### src/rtl/traffic_phase_scheduler_pkg.sv
// Shared definitions for the intersection scheduler: lamp codes and phase encodings.
package traffic_phase_scheduler_pkg;

    typedef enum logic [1:0] {
        LT_RED    = 2'b00,
        LT_YELLOW = 2'b01,
        LT_GREEN  = 2'b10
    } light_e;

    // Encodings are visible on state_out and must stay fixed.
    typedef enum logic [2:0] {
        ST_MG  = 3'd0,
        ST_MY  = 3'd1,
        ST_AR1 = 3'd2,
        ST_SG  = 3'd3,
        ST_SY  = 3'd4,
        ST_PW  = 3'd5,
        ST_AR2 = 3'd6
    } phase_e;

endpackage

### src/rtl/traffic_phase_scheduler_phase_timer.sv
// Phase cycle counter: clears on request, counts when enabled, optionally holds at a limit.
module phase_timer #(
    parameter int unsigned CNT_W = 5
) (
    input  logic             clk_i,
    input  logic             rst_i,
    input  logic             clear_i,
    input  logic             en_i,
    input  logic             sat_i,
    input  logic [CNT_W-1:0] limit_i,
    output logic [CNT_W-1:0] count_o
);

    logic [CNT_W-1:0] count_q;
    logic [CNT_W-1:0] count_d;

    always_comb begin
        count_d = count_q;
        if (clear_i) begin
            count_d = '0;
        end else if (en_i && !(sat_i && (count_q >= limit_i))) begin
            count_d = count_q + CNT_W'(1);
        end
    end

    always_ff @(posedge clk_i) begin
        if (rst_i) begin
            count_q <= '0;
        end else begin
            count_q <= count_d;
        end
    end

    assign count_o = count_q;

endmodule

### src/rtl/traffic_phase_scheduler.sv
// Two-road intersection sequencer with latched pedestrian requests; Moore outputs.
module traffic_phase_scheduler
    import traffic_phase_scheduler_pkg::*;
#(
    parameter int unsigned CNT_W     = 5,
    parameter int unsigned MIN_GREEN = 8,
    parameter int unsigned YELLOW_T  = 3,
    parameter int unsigned ALLRED_T  = 2,
    parameter int unsigned SIDE_MIN  = 4,
    parameter int unsigned SIDE_MAX  = 10,
    parameter int unsigned WALK_T    = 6
) (
    input  logic       clock,
    input  logic       reset,
    input  logic       side_req,
    input  logic       ped_req,
    output logic [1:0] main_light,
    output logic [1:0] side_light,
    output logic       walk,
    output logic       ped_ack,
    output logic [2:0] state_out
);

    localparam logic [CNT_W-1:0] MG_LAST   = CNT_W'(MIN_GREEN - 1);
    localparam logic [CNT_W-1:0] YEL_LAST  = CNT_W'(YELLOW_T - 1);
    localparam logic [CNT_W-1:0] AR_LAST   = CNT_W'(ALLRED_T - 1);
    localparam logic [CNT_W-1:0] SMIN_LAST = CNT_W'(SIDE_MIN - 1);
    localparam logic [CNT_W-1:0] SMAX_LAST = CNT_W'(SIDE_MAX - 1);
    localparam logic [CNT_W-1:0] WALK_LAST = CNT_W'(WALK_T - 1);

    phase_e           state_q;
    phase_e           state_d;
    logic             ped_pend_q;
    logic             ped_pend_d;
    logic             serve_ped;
    logic [CNT_W-1:0] timer;

    phase_timer #(
        .CNT_W(CNT_W)
    ) u_timer (
        .clk_i   (clock),
        .rst_i   (reset),
        .clear_i (state_d != state_q),
        .en_i    (1'b1),
        .sat_i   (state_q == ST_MG),
        .limit_i (MG_LAST),
        .count_o (timer)
    );

    always_comb begin
        state_d   = state_q;
        serve_ped = 1'b0;
        unique case (state_q)
            ST_MG:  if ((timer >= MG_LAST) && (side_req || ped_pend_q)) state_d = ST_MY;
            ST_MY:  if (timer == YEL_LAST) state_d = ST_AR1;
            ST_AR1: begin
                if (timer == AR_LAST) begin
                    if (ped_pend_q) begin
                        state_d   = ST_PW;
                        serve_ped = 1'b1;
                    end else begin
                        state_d = ST_SG;
                    end
                end
            end
            ST_SG: begin
                if ((timer == SMAX_LAST) || (!side_req && (timer >= SMIN_LAST))) state_d = ST_SY;
            end
            ST_SY:  if (timer == YEL_LAST) state_d = ST_AR2;
            ST_PW:  if (timer == WALK_LAST) state_d = ST_AR2;
            ST_AR2: if (timer == AR_LAST) state_d = ST_MG;
            default: state_d = ST_MG;
        endcase
        // A press arriving on the serving edge stays pending for the next cycle.
        ped_pend_d = ped_req || (ped_pend_q && !serve_ped);
    end

    always_ff @(posedge clock) begin
        if (reset) begin
            state_q    <= ST_MG;
            ped_pend_q <= 1'b0;
        end else begin
            state_q    <= state_d;
            ped_pend_q <= ped_pend_d;
        end
    end

    always_comb begin
        main_light = LT_RED;
        side_light = LT_RED;
        walk       = 1'b0;
        ped_ack    = 1'b0;
        case (state_q)
            ST_MG: main_light = LT_GREEN;
            ST_MY: main_light = LT_YELLOW;
            ST_SG: side_light = LT_GREEN;
            ST_SY: side_light = LT_YELLOW;
            ST_PW: begin
                walk    = 1'b1;
                ped_ack = (timer == '0);
            end
            default: ;
        endcase
    end

    assign state_out = state_q;

endmodule

### config.mk
export PLATFORM = sky130hd
export DESIGN_NAME = traffic_phase_scheduler
export DESIGN_NICKNAME = d
export VERILOG_FILES = /design/src/rtl/traffic_phase_scheduler_pkg.sv /design/src/rtl/traffic_phase_scheduler_phase_timer.sv /design/src/rtl/traffic_phase_scheduler.sv
export SDC_FILE = /design/constraint.sdc
export NUM_CORES = 1
export LEC_CHECK = 0
export ABC_AREA = 0
export CAP_MARGIN = 20
export CORE_MARGIN = 1.5
export CORE_UTILIZATION = 45
export CTS_CLUSTER_DIAMETER = 200
export DETAILED_ROUTE_END_ITERATION = 8
export PLACE_DENSITY = 0.76
export SYNTH_ARGS = -nofsm -noshare
export SYNTH_HDL_FRONTEND = slang
export SYNTH_HIERARCHICAL = 1
export SYNTH_SLANG_ARGS = --single-unit
### constraint.sdc
create_clock -name clock -period 3.55 [get_ports clock]
set_input_delay 0.71 -clock clock [delete_from_list [all_inputs] [get_ports clock]]
set_output_delay 0.71 -clock clock [all_outputs]
set_load 0.01 [all_outputs]
Word-level counts from Yosys, hierarchy flattened

Index checks and enable logic that the tools add are counted.

Bits in registers: 9
Bits in latches: 0
RAM bits: 0
Bits in read-only memories: 0
Input port bits: 4
Output and inout port bits: 9
Word-level logic and storage cells: 45
Memories kept: 0

Add/subtract/negate cells: 1
Multipliers: 0
Div/mod/pow operators: 0
Magnitude comparators: 2
Equality and inequality tests: 11
Shifts and indexed selects: 0
Muxes and demuxes: 16
Bitwise logic cells: 0
Reductions and logical operators: 12

Operator list:

| operator                                                                            | count |
|---|---|
| 3-bit 2-to-1 mux                                                                    | 8 |
| 3-bit one-hot mux with 7 select lines                                               | 1 |
| 3-bit equality test, second input constant                                          | 3 |
| 2-bit one-hot mux with 2 select lines                                               | 2 |
| 3-bit by 2-bit equality test with 1-bit output, second input constant               | 2 |
| 5-bit by 1-bit adder with 5-bit output, second input constant                       | 1 |
| 5-bit by 1-bit equality test with 1-bit output, second input constant               | 1 |
| 5-bit by 2-bit equality test with 1-bit output, second input constant               | 1 |
| 5-bit by 3-bit equality test with 1-bit output, second input constant               | 1 |
| 5-bit by 4-bit equality test with 1-bit output, second input constant               | 1 |
| 5-bit by 2-bit greater-or-equal comparator with 1-bit output, second input constant | 1 |
| 5-bit by 3-bit greater-or-equal comparator with 1-bit output, second input constant | 1 |
| 5-bit logical NOT                                                                   | 1 |
| 1-bit 2-to-1 mux                                                                    | 5 |
| 1-bit logical AND                                                                   | 4 |
| 3-bit by 1-bit equality test with 1-bit output, second input constant               | 1 |
| 3-bit logical NOT                                                                   | 1 |
| 1-bit logical OR                                                                    | 3 |
| 3-bit != test                                                                       | 1 |
| 1-bit logical NOT                                                                   | 2 |
| 2-bit OR reduction                                                                  | 1 |

Depth between registers and ports, before layout

Depth in word-level cells: 7
Depth in mapped cells: 7
Mapped depth without buffers: 7

Cells and area by module

The synthesis kept the hierarchy.

Modules (own cells, without submodules):

| module                  | times used | cells each | area an instance (um^2) | seq. area each (um^2) |
|---|---|---|---|---|
| traffic_phase_scheduler | 1          | 59         | 452.9                   | 80.1 |
| phase_timer             | 1          | 39         | 347.8                   | 100.1 |

Least setup slack after synthesis

No wires, ideal clock.

Kind: register to output
Start point: reg state_q[0], in the netlist state_out[0]
End point: out ped_ack
Arrival: 1.443 ns
Slack: 1.397 ns
Stages on the path, launching flop included: 5
Path buffers: 1
Cell sequence: dfxtp_1 -> clkbuf_1 -> inv_1 -> nor2_1 -> nor4b_1

Longest elaborated chain between the ends: 2

RTL lines:

| what                     | RTL line                      | text |
|---|---|---|
| start: declaration       | traffic_phase_scheduler.sv:31 | `phase_e state_q;` |
| start signal: assignment | traffic_phase_scheduler.sv:83 | `state_q <= state_d;` |
| 3-bit equality test      | traffic_phase_scheduler.sv:93 | `case (state_q)` |
| 1-bit 2-to-1 mux         | traffic_phase_scheduler.sv:93 |  |
| end: declaration         | traffic_phase_scheduler.sv:20 | `output logic ped_ack,` |

No other way between the ends.

Worst setup path in the final report

Start point: reg u_timer.count_q[3], in the netlist u_timer/count_o[3]
End point: out ped_ack

Longest elaborated chain between the ends: 2

RTL lines:

| what                     | RTL line                                  | text |
|---|---|---|
| start: declaration       | traffic_phase_scheduler_phase_timer.sv:14 | `logic [CNT_W-1:0] count_q;` |
| start signal: assignment | traffic_phase_scheduler_phase_timer.sv:30 | `count_q <= count_d;` |
| 5-bit logical NOT        | traffic_phase_scheduler.sv:100            | `ped_ack = (timer == '0);` |
| 1-bit 2-to-1 mux         | traffic_phase_scheduler.sv:93             |  |

No other way between the ends.

==> flow_metrics.env <==
export IMPL_max_freq_ghz=0.3678
export IMPL_met2_length_um=767
export IMPL_cts_repair_resized=0
export IMPL_clock_sink_count=9
export IMPL_finalNetCount=126
export IMPL_initial_utilization_pct=47.41
export IMPL_hpwl_um=1274
export IMPL_rows=15
export IMPL_core_area_um2=1689
export IMPL_wl_um=1624
export IMPL_diodes=0
export IMPL_ys_ff_latch=9
export IMPL_grt_pass1_vias=707
export IMPL_multi_input_area_um2=595.6
export IMPL_fin_skew_ps=4.582
export IMPL_hold_slack_ps=559.8
export IMPL_cp_arrival_ps=2010
export IMPL_hold_viol_final=0
export IMPL_initialDrtViolationCount=14
export IMPL_drc=0
export IMPL_area_growth_pct=21.09
export IMPL_port_buffer_count=12
export IMPL_synth_edf_count=0
export IMPL_rsz0062_at_grt="no"
export IMPL_place_area_um2=943.4
export IMPL_path_clk_slew_ps=60
export IMPL_die_w_um=45.19
export IMPL_grt_max_degree=14
export IMPL_final_core_util_pct=57.41
export IMPL_finalMaxSlewViolations=0
export IMPL_cts_tree="done"
export IMPL_power_density_nw_per_um2=246.0
export IMPL_die_height_um=45.19
export IMPL_critPathKind="register to primary output"
export IMPL_overflow=0
export IMPL_syn_area_um2=800.8
export IMPL_clock_path_buffers=2
export IMPL_synth_ff_type="dfxtp_1"
export IMPL_period_minus_slack_ps=2719
export IMPL_postCtsSetupRepairBufs=0
export IMPL_layout_cells_most_common="clkdlybuf4s50_1"
export IMPL_dieArea_um2=2042
export IMPL_met3_length_um=41
export IMPL_status="finished clean"
export IMPL_fin_area_um2=969.7
export IMPL_hold_path_class="register to register"
export IMPL_maxCapViolCount=0
export IMPL_n_fill_cell=150
export IMPL_antenna_found_initial=0
export IMPL_synthTopCellsByArea="dfxtp_1 23%, ha_1 9.4%, nor2_1 4.7%"
export IMPL_pin_count=13
export IMPL_syn_avg_cell_area_um2=8.171
export IMPL_yosys_warnings=6
export IMPL_topRoutingLayerUsed="met4"
export IMPL_syn_inst=98
export IMPL_layout_area_seq_um2=180.2
export IMPL_synth_yosys_seq_area_share_pct=22.50
export IMPL_clkLatencyLatePin_ps=250
export IMPL_layout_cells_non_filler=132
export IMPL_setup_tns_ps=0
export IMPL_met1_length_um=809
export IMPL_p_leak_nw=0.4056
export IMPL_root_buffer="clkbuf_4"
export IMPL_gp_congestion=0.7671
export IMPL_final_cell_mix="12 x clkdlybuf4s50_1, 10 x nor2_1, 9 x dfxtp_1, 7 x inv_1"
export IMPL_synth_top_cell_area_share_pct=22.50
export IMPL_setup_viol=0
export IMPL_peakVddDrop_mv=0.1986
export IMPL_numCtsBuffers=3
export IMPL_h_tree_depth=1
export IMPL_hold_buffers=0
export IMPL_period_share_pct=76.59
export IMPL_grt_pass1_wl_um=2911
export IMPL_drive_gt1_share_pct=14.78
export IMPL_required_ps=2840
export IMPL_startpoint_type="register"
export IMPL_via_per_inst=5.621
export IMPL_grt_total_usage_pct=18.97
export IMPL_yosysTopAreaCell="dfxtp_1"
export IMPL_endpoint_kind="primary output"
export IMPL_wl_per_cell_um=12.30
export IMPL_vias=742
export IMPL_critPathMaxFanout=10
export IMPL_synthArstFlopShare_pct=0
export IMPL_ant_nets=0
export IMPL_synth_distinct_cells=43
export IMPL_placed_cells=128
export IMPL_dr_pass1_iters=4
## where the power goes
group / leakage, nW / total, mW / internal, mW / switching, mW
combinational: 0.317 / 0.0492 / 0.0230 / 0.0262
sequential: 0.0732 / 0.112 / 0.105 / 0.00739
clock: 0.0150 / 0.0771 / 0.0432 / 0.0339
total: 0.406 / 0.238 / 0.171 / 0.0675
## worst max-delay path: stages, from the launching register on
cell,delay [ps]
dfxtp_1,420
or3_1,460
nor4b_1,290
clkdlybuf4s50_1,580
## logic make-up after synthesis
| kind of cell | synth area share [%] |
|---|---|
| AOI/OAI and AO/OA | 27.50 |
| xor gates and xnor gates | 2.188 |
| adders and majority gates | 9.375 |
| buffers and inverters | 5.000 |
| DFF | 22.50 |
| muxes | 4.062 |
| other | 0.9378 |
| and+or+nand+nor | 28.44 |
## cell type report
class / count / area share (%)
clock buffers: 4 / 2.710
inverters: 7 / 2.710
multi-input cells: 83 / 61.42
flip-flops and latches: 9 / 18.58
well taps: 17 / 2.194
repair buffers: 12 / 12.39
## synthesized netlist by cell type, drive strengths merged, types with 3 or more instances
cell type and n:
nand2 3, inv 7, a21oi 4, dfxtp 9, or3 3, o211ai 3, o21ai 6, nor3 5
nor2 11, a21o 3, nand3 5, nand2b 4, ha 6
## worst paths after layout
check	start	endpoint	slack [ps]	depth (start not counted)
worst max register to register	u_timer/count_o[3]$_SDFFE_PP0P_	u_timer/count_o[3]$_SDFFE_PP0P_	1520	7
worst max-delay path	u_timer/count_o[3]$_SDFFE_PP0P_	ped_ack	830	3
worst min-delay path	ped_pend_q$_SDFF_PP0_	ped_pend_q$_SDFF_PP0_	560	2
worst min register to register	ped_pend_q$_SDFF_PP0_	ped_pend_q$_SDFF_PP0_	560	2
## flip-flops by register name, summed over array words and instances, names as in the netlist
| signal | flops |
|---|---|
| ped_pend_q | 1 |
| state_out | 3 |
| u_timer/count_o | 5 |
## metal layers
metal  GRT usage (%)  up-vias
met5               0        -
met4           6.471        0
met3           2.400        2
met2           29.71       14
met1           26.63      341
li1                -      385
## through the flow
| stage | setup WS, ps | power, mW |
|---|---|---|
| CTS | 834.5 | 0.2402 |
| global route | 771.3 | 0.2568 |
| detailed placement | 1118 | 0.1627 |
| global placement | 1143 | 0.1596 |
| finish | 831.2 | 0.2385 |
| floorplan | 1397 | 0.1497 |
(Power assumes the default switching activity.)
==> RTL edit 1, RTL diff (config.mk and constraints unchanged) <==
`CNT_W` is set to 5 in 2 places; all go to 6.
--- a/src/rtl/traffic_phase_scheduler_phase_timer.sv
+++ b/src/rtl/traffic_phase_scheduler_phase_timer.sv
@@ -1,6 +1,6 @@
 // Phase cycle counter: clears on request, counts when enabled, optionally holds at a limit.
 module phase_timer #(
-    parameter int unsigned CNT_W = 5
+    parameter int unsigned CNT_W = 6
 ) (
     input  logic             clk_i,
     input  logic             rst_i,
--- a/src/rtl/traffic_phase_scheduler.sv
+++ b/src/rtl/traffic_phase_scheduler.sv
@@ -2,7 +2,7 @@
 module traffic_phase_scheduler
     import traffic_phase_scheduler_pkg::*;
 #(
-    parameter int unsigned CNT_W     = 5,
+    parameter int unsigned CNT_W     = 6,
     parameter int unsigned MIN_GREEN = 8,
     parameter int unsigned YELLOW_T  = 3,
     parameter int unsigned ALLRED_T  = 2,
Check against the original RTL: no difference found for any inputs over 10 cycles, from zero or initial values and one cycle with reset high; that may be too few to reach the edited logic, so the function may still have changed.
==> RTL edit 1 against the original RTL <==
Hold slack lost 0.014 ns; total power grew 11%; sequential cell count grew 1; worst setup slack gained 0.15 ns; clock skew grew 0.0021 ns; synthesized area grew 19%; cell area grew 17%; synthesized cell count grew 22%; routed wire length grew 36%.
==> RTL edit 1: results (changes against the original RTL) <==
Clocking
  – Worst-path clk slew: 0.07 ns
  – Post-CTS sizing: 0 (unchanged)
  – Post-CTS Setup Bufs: 0 (unchanged)
  – Worst-skew pair later-pin latency: 0.27 ns (was 0.25 ns)

Global route
  – Largest net degree at the start of global routing: 15 (was 14)
  – Vias in the first global route: 934 (was 707)
  – GRT Total Usage: 20.2% (was 19.0%)
  – First-pass GRT wire length: 3.80 mm (was 2.91 mm)

Layout
  – Max reg flops: 6 (was 5)
  – Post-route insts no fill: 165 (was 132)
  – Area taken by multi-input logic gates: 694 um2 (was 596 um2)
  – Fillers: 178 (was 150)
  – Share of layout cells above drive strength 1: 13.0% (was 14.8%)
  – Final nets: 150 (was 126)

Power
  – Static Leak: 0.459 nW (was 0.406 nW)
  – Worst vdd ir: 275 uV (was 199 uV)

Routing
  – Initial drt markers: 46 (was 14)
  – Final wirelength: 2.21 mm (was 1.62 mm)
  – Drt first pass iters: 5 (was 4)
  – Vias/cell: 5.98 (was 5.62)

Placed design
  – Gpl congestion: 0.825 (was 0.767)
  – Post-DP HPWL: 1.64 mm (was 1.27 mm)
  – Placed instance area: 1090 um2 (was 943 um2)
  – Dpl ws: 1.23 ns (was 1.12 ns)
  – Placed cells: 161 (was 128)

Synth
  – Async SR Flop Fraction: 0% (unchanged)
  – Synth top area cells: dfxtp_1, ha_1, inv_1 (was dfxtp_1, ha_1, nor2_1)
  – Most frequent cells after synthesis: inv_1, dfxtp_1, nor2_1, a21oi_1 (was nor2_1, dfxtp_1, inv_1, ha_1)
  – Netlist cell types: 47 (was 43)
  – Mean area per synthesized cell: 7.91 um2 (was 8.17 um2)
  – Sequential share of the synthesized area: 21.1% (was 22.5%)

Run status
  – Status: finished, final reports clean (unchanged)

STA
  – Clock Skew: 0.00666 ns (was 0.00458 ns)
  – Slew HR: 51.3%

Critical path
  – Crit-path max FO: 9 (was 10)
  – CP max stage delay: 0.53 ns (was 0.58 ns)
[RTL edit 1: routing by layer]
layer | wire (um) | share of wire (%) | global-route usage (%) | vias up
met3 | 103 | 4.7 | 5.83 | 4
li1 | - | - | - | 481
met1 | 915 | 41 | 20.9 | 466
met2 | 1160 | 52 | 37.4 | 35
met5 | 0 | 0 | 0 | -
met4 | 36 | 1.6 | 9.05 | 0
[RTL edit 1: kinds of logic after synthesis]
kind of cell | Yosys count | synth area share (%)
AOI/OAI and AO/OA | 34 | 26.2
and+or+nand+nor | 49 | 32.4
buffers and inverters | 16 | 8.17
other | 2 | 0.791
DFF | 10 | 21.1
muxes | 2 | 2.11
adders and majority gates | 7 | 9.22
[RTL edit 1: where the power goes]
group          internal (mW)  total, mW  leakage (nW)  switching, mW
clock                 0.0624      0.106        0.0210         0.0441
sequential             0.115      0.123        0.0812        0.00816
combinational         0.0156     0.0354         0.356         0.0198
total                  0.193      0.265         0.459         0.0721
[RTL edit 1: worst reg2reg max path: stages, from the launching register on]
cell      delay (ns)
dfxtp_1         0.42
or3_4           0.43
inv_1           0.10
nand3_1         0.17
a211oi_1        0.62
nor4_1          0.14
mux2i_1         0.15
[RTL edit 1: worst paths after layout]
path | start | to | slack [ns] | depth (start not counted)
worst max-delay path | u_timer/count_o[3] | ped_ack | 0.98 | 4
worst min-delay path | ped_pend_q | ped_pend_q | 0.55 | 2
worst max register to register | state_out[0] | u_timer/count_o[5] | 1.39 | 6
worst min register to register | ped_pend_q | ped_pend_q | 0.55 | 2
[RTL edit 1: cell type report]
class	count	share of cell area, %
clock buffers	4	3.21
inverters	12	3.99
multi-input cells	100	61.5
flip-flops and latches	10	17.7
well taps	27	2.99
repair buffers	12	10.6
==> RTL edit 2, RTL diff (same settings) <==
Made on the original files. Make the reset (`reset` and `rst_i`) asynchronous in 2 clocked blocks.
--- a/src/rtl/traffic_phase_scheduler_phase_timer.sv
+++ b/src/rtl/traffic_phase_scheduler_phase_timer.sv
@@ -23,7 +23,7 @@
         end
     end
 
-    always_ff @(posedge clk_i) begin
+    always_ff @(posedge clk_i or posedge rst_i) begin
         if (rst_i) begin
             count_q <= '0;
         end else begin
--- a/src/rtl/traffic_phase_scheduler.sv
+++ b/src/rtl/traffic_phase_scheduler.sv
@@ -75,7 +75,7 @@
         ped_pend_d = ped_req || (ped_pend_q && !serve_ped);
     end
 
-    always_ff @(posedge clock) begin
+    always_ff @(posedge clock or posedge reset) begin
         if (reset) begin
             state_q    <= ST_MG;
             ped_pend_q <= 1'b0;
Formal check against the unedited RTL: differs if reset is asserted again (counterexample within 10 cycles, from zero or initial values and one cycle with reset high); with reset held inactive, the same outputs for 10 cycles.
==> RTL edit 2 against the original RTL <==
Cell area is 8.9% higher; synthesized cell count is 6.1% higher; hold slack better by 0.0022 ns; worst setup slack worse by 0.056 ns; global-route usage is 0.20 points higher; routed wire length is 18% higher; sequential cell count stayed put; critical path depth stayed put; synthesized area is 9.7% higher; final cell count is 11% higher; non-clock buffer count stayed put.
Power is not compared: it rests on default switching activity, and its combinational part moved more than twofold at a synthesized area within 25%.
==> RTL edit 2: results (changes against the original RTL) <==
Global route
  – Largest net degree at the start of global routing: 15 (was 14)
  – Vias in the first global route: 668 (was 707)
  – First-pass GRT wire length: 2.96 mm (was 2.91 mm)
  – GRT Total Usage: 19.2% (was 19.0%)

Critical path
  – Crit-path max FO: 12 (was 10)
  – Worst r2r src: state_out[2] (was u_timer/count_o[3])
  – Worst Path Arrival: 2.07 ns (was 2.01 ns)
  – R2R Setup Slk: 1.19 ns (was 1.52 ns)
  – Reg2Reg Capture Point: u_timer/count_o[3] (unchanged)
  – R2r worst-path depth: 5 (was 7)

Layout
  – Share of layout cells above drive strength 1: 12.4% (was 14.8%)
  – Final nets: 132 (was 126)
  – Max reg flops: 5 (unchanged)

Worst hold path
  – WHS Endpoint: ped_pend_q (unchanged)
  – Hold path startpoint: ped_pend_q (unchanged)

Synth
  – Netlist cell types: 47 (was 43)
  – Synth top area cells: dfrtp_1, ha_1, inv_1 (was dfxtp_1, ha_1, nor2_1)
  – Async SR Flop Fraction: 100% (was 0%)
  – Most frequent cells after synthesis: inv_1, nor2_1, dfrtp_1, a21oi_1, ha_1 (was nor2_1, dfxtp_1, inv_1, ha_1)
  – Sequential share of the synthesized area: 25.6% (was 22.5%)

Run status
  – Status: finished, final reports clean (unchanged)

STA
  – Clock Skew: 0.00332 ns (was 0.00458 ns)
  – Hold WS: 0.562 ns (was 0.560 ns)

Routing
  – Initial drt markers: 24 (was 14)
  – Final wirelength: 1.91 mm (was 1.62 mm)

Placed design
  – Gpl congestion: 0.889 (was 0.767)
  – Placed instance area: 1030 um2 (was 943 um2)
==> RTL edit 2: through the flow <==
stage	setup slack [ns]	utilization, %	cells
4_1_cts	0.757	59.2	146
5_1_grt	0.698	59.2	146
3_5_place_dp	1.04	57.8	142
6_report	0.775	59.2	146
2_1_floorplan	1.47	-	108
3_3_place_gp	1.08	57.8	142
==> RTL edit 2: cell type report <==
class                      count  area (um2)
sequential                     9         225
timing repair buffer          12         120
clock buffer                   4        26.3
fill                         177         727
tap                           25        31.3
inverter                      12        45.0
multi-input combinational     84         608
==> RTL edit 2: worst max-delay path by stage <==
stage | start | end | depth (start not counted)
floorplan | state_out[2] | ped_ack | 3
global placement | u_timer/count_o[2] | ped_ack | 3
detailed placement | u_timer/count_o[2] | ped_ack | 3
CTS | u_timer/count_o[2] | ped_ack | 3
global route | u_timer/count_o[2] | ped_ack | 3
finish | u_timer/count_o[2] | ped_ack | 3
==> RTL edit 2: power breakdown <==
group	switching (mW)	leakage (nW)	internal [mW]
combinational	0.202	0.343	0.189
clock	0.0294	0.0150	0.0429
sequential	0.0831	0.116	0.132
==> RTL edit 2: critical path, delay by kind of cell, from the launching register on <==
kind | cells | cell delay, ns
flops | 1 | 0.49
simple gates | 2 | 0.75
buf+inv | 1 | 0.58
==> RTL edit 2: logic make-up after synthesis <==
family / count (synthesis) / share of synthesized area, %
compound gates: 32 / 30.3
flops: 9 / 25.6
xor+xnor: 1 / 0.997
simple gates: 38 / 25.6
mux: 1 / 1.14
fa+ha+maj: 6 / 8.55
other cells: 2 / 0.855
buf+inv: 15 / 6.84
==> RTL edit 2: metal layers <==
layer	up-vias	wire (um)	global-route usage [%]
met5	-	0	0
met4	0	12	10.0
met3	2	34	2.31
met2	13	945	29.6
met1	394	917	26.2
li1	414	-	-
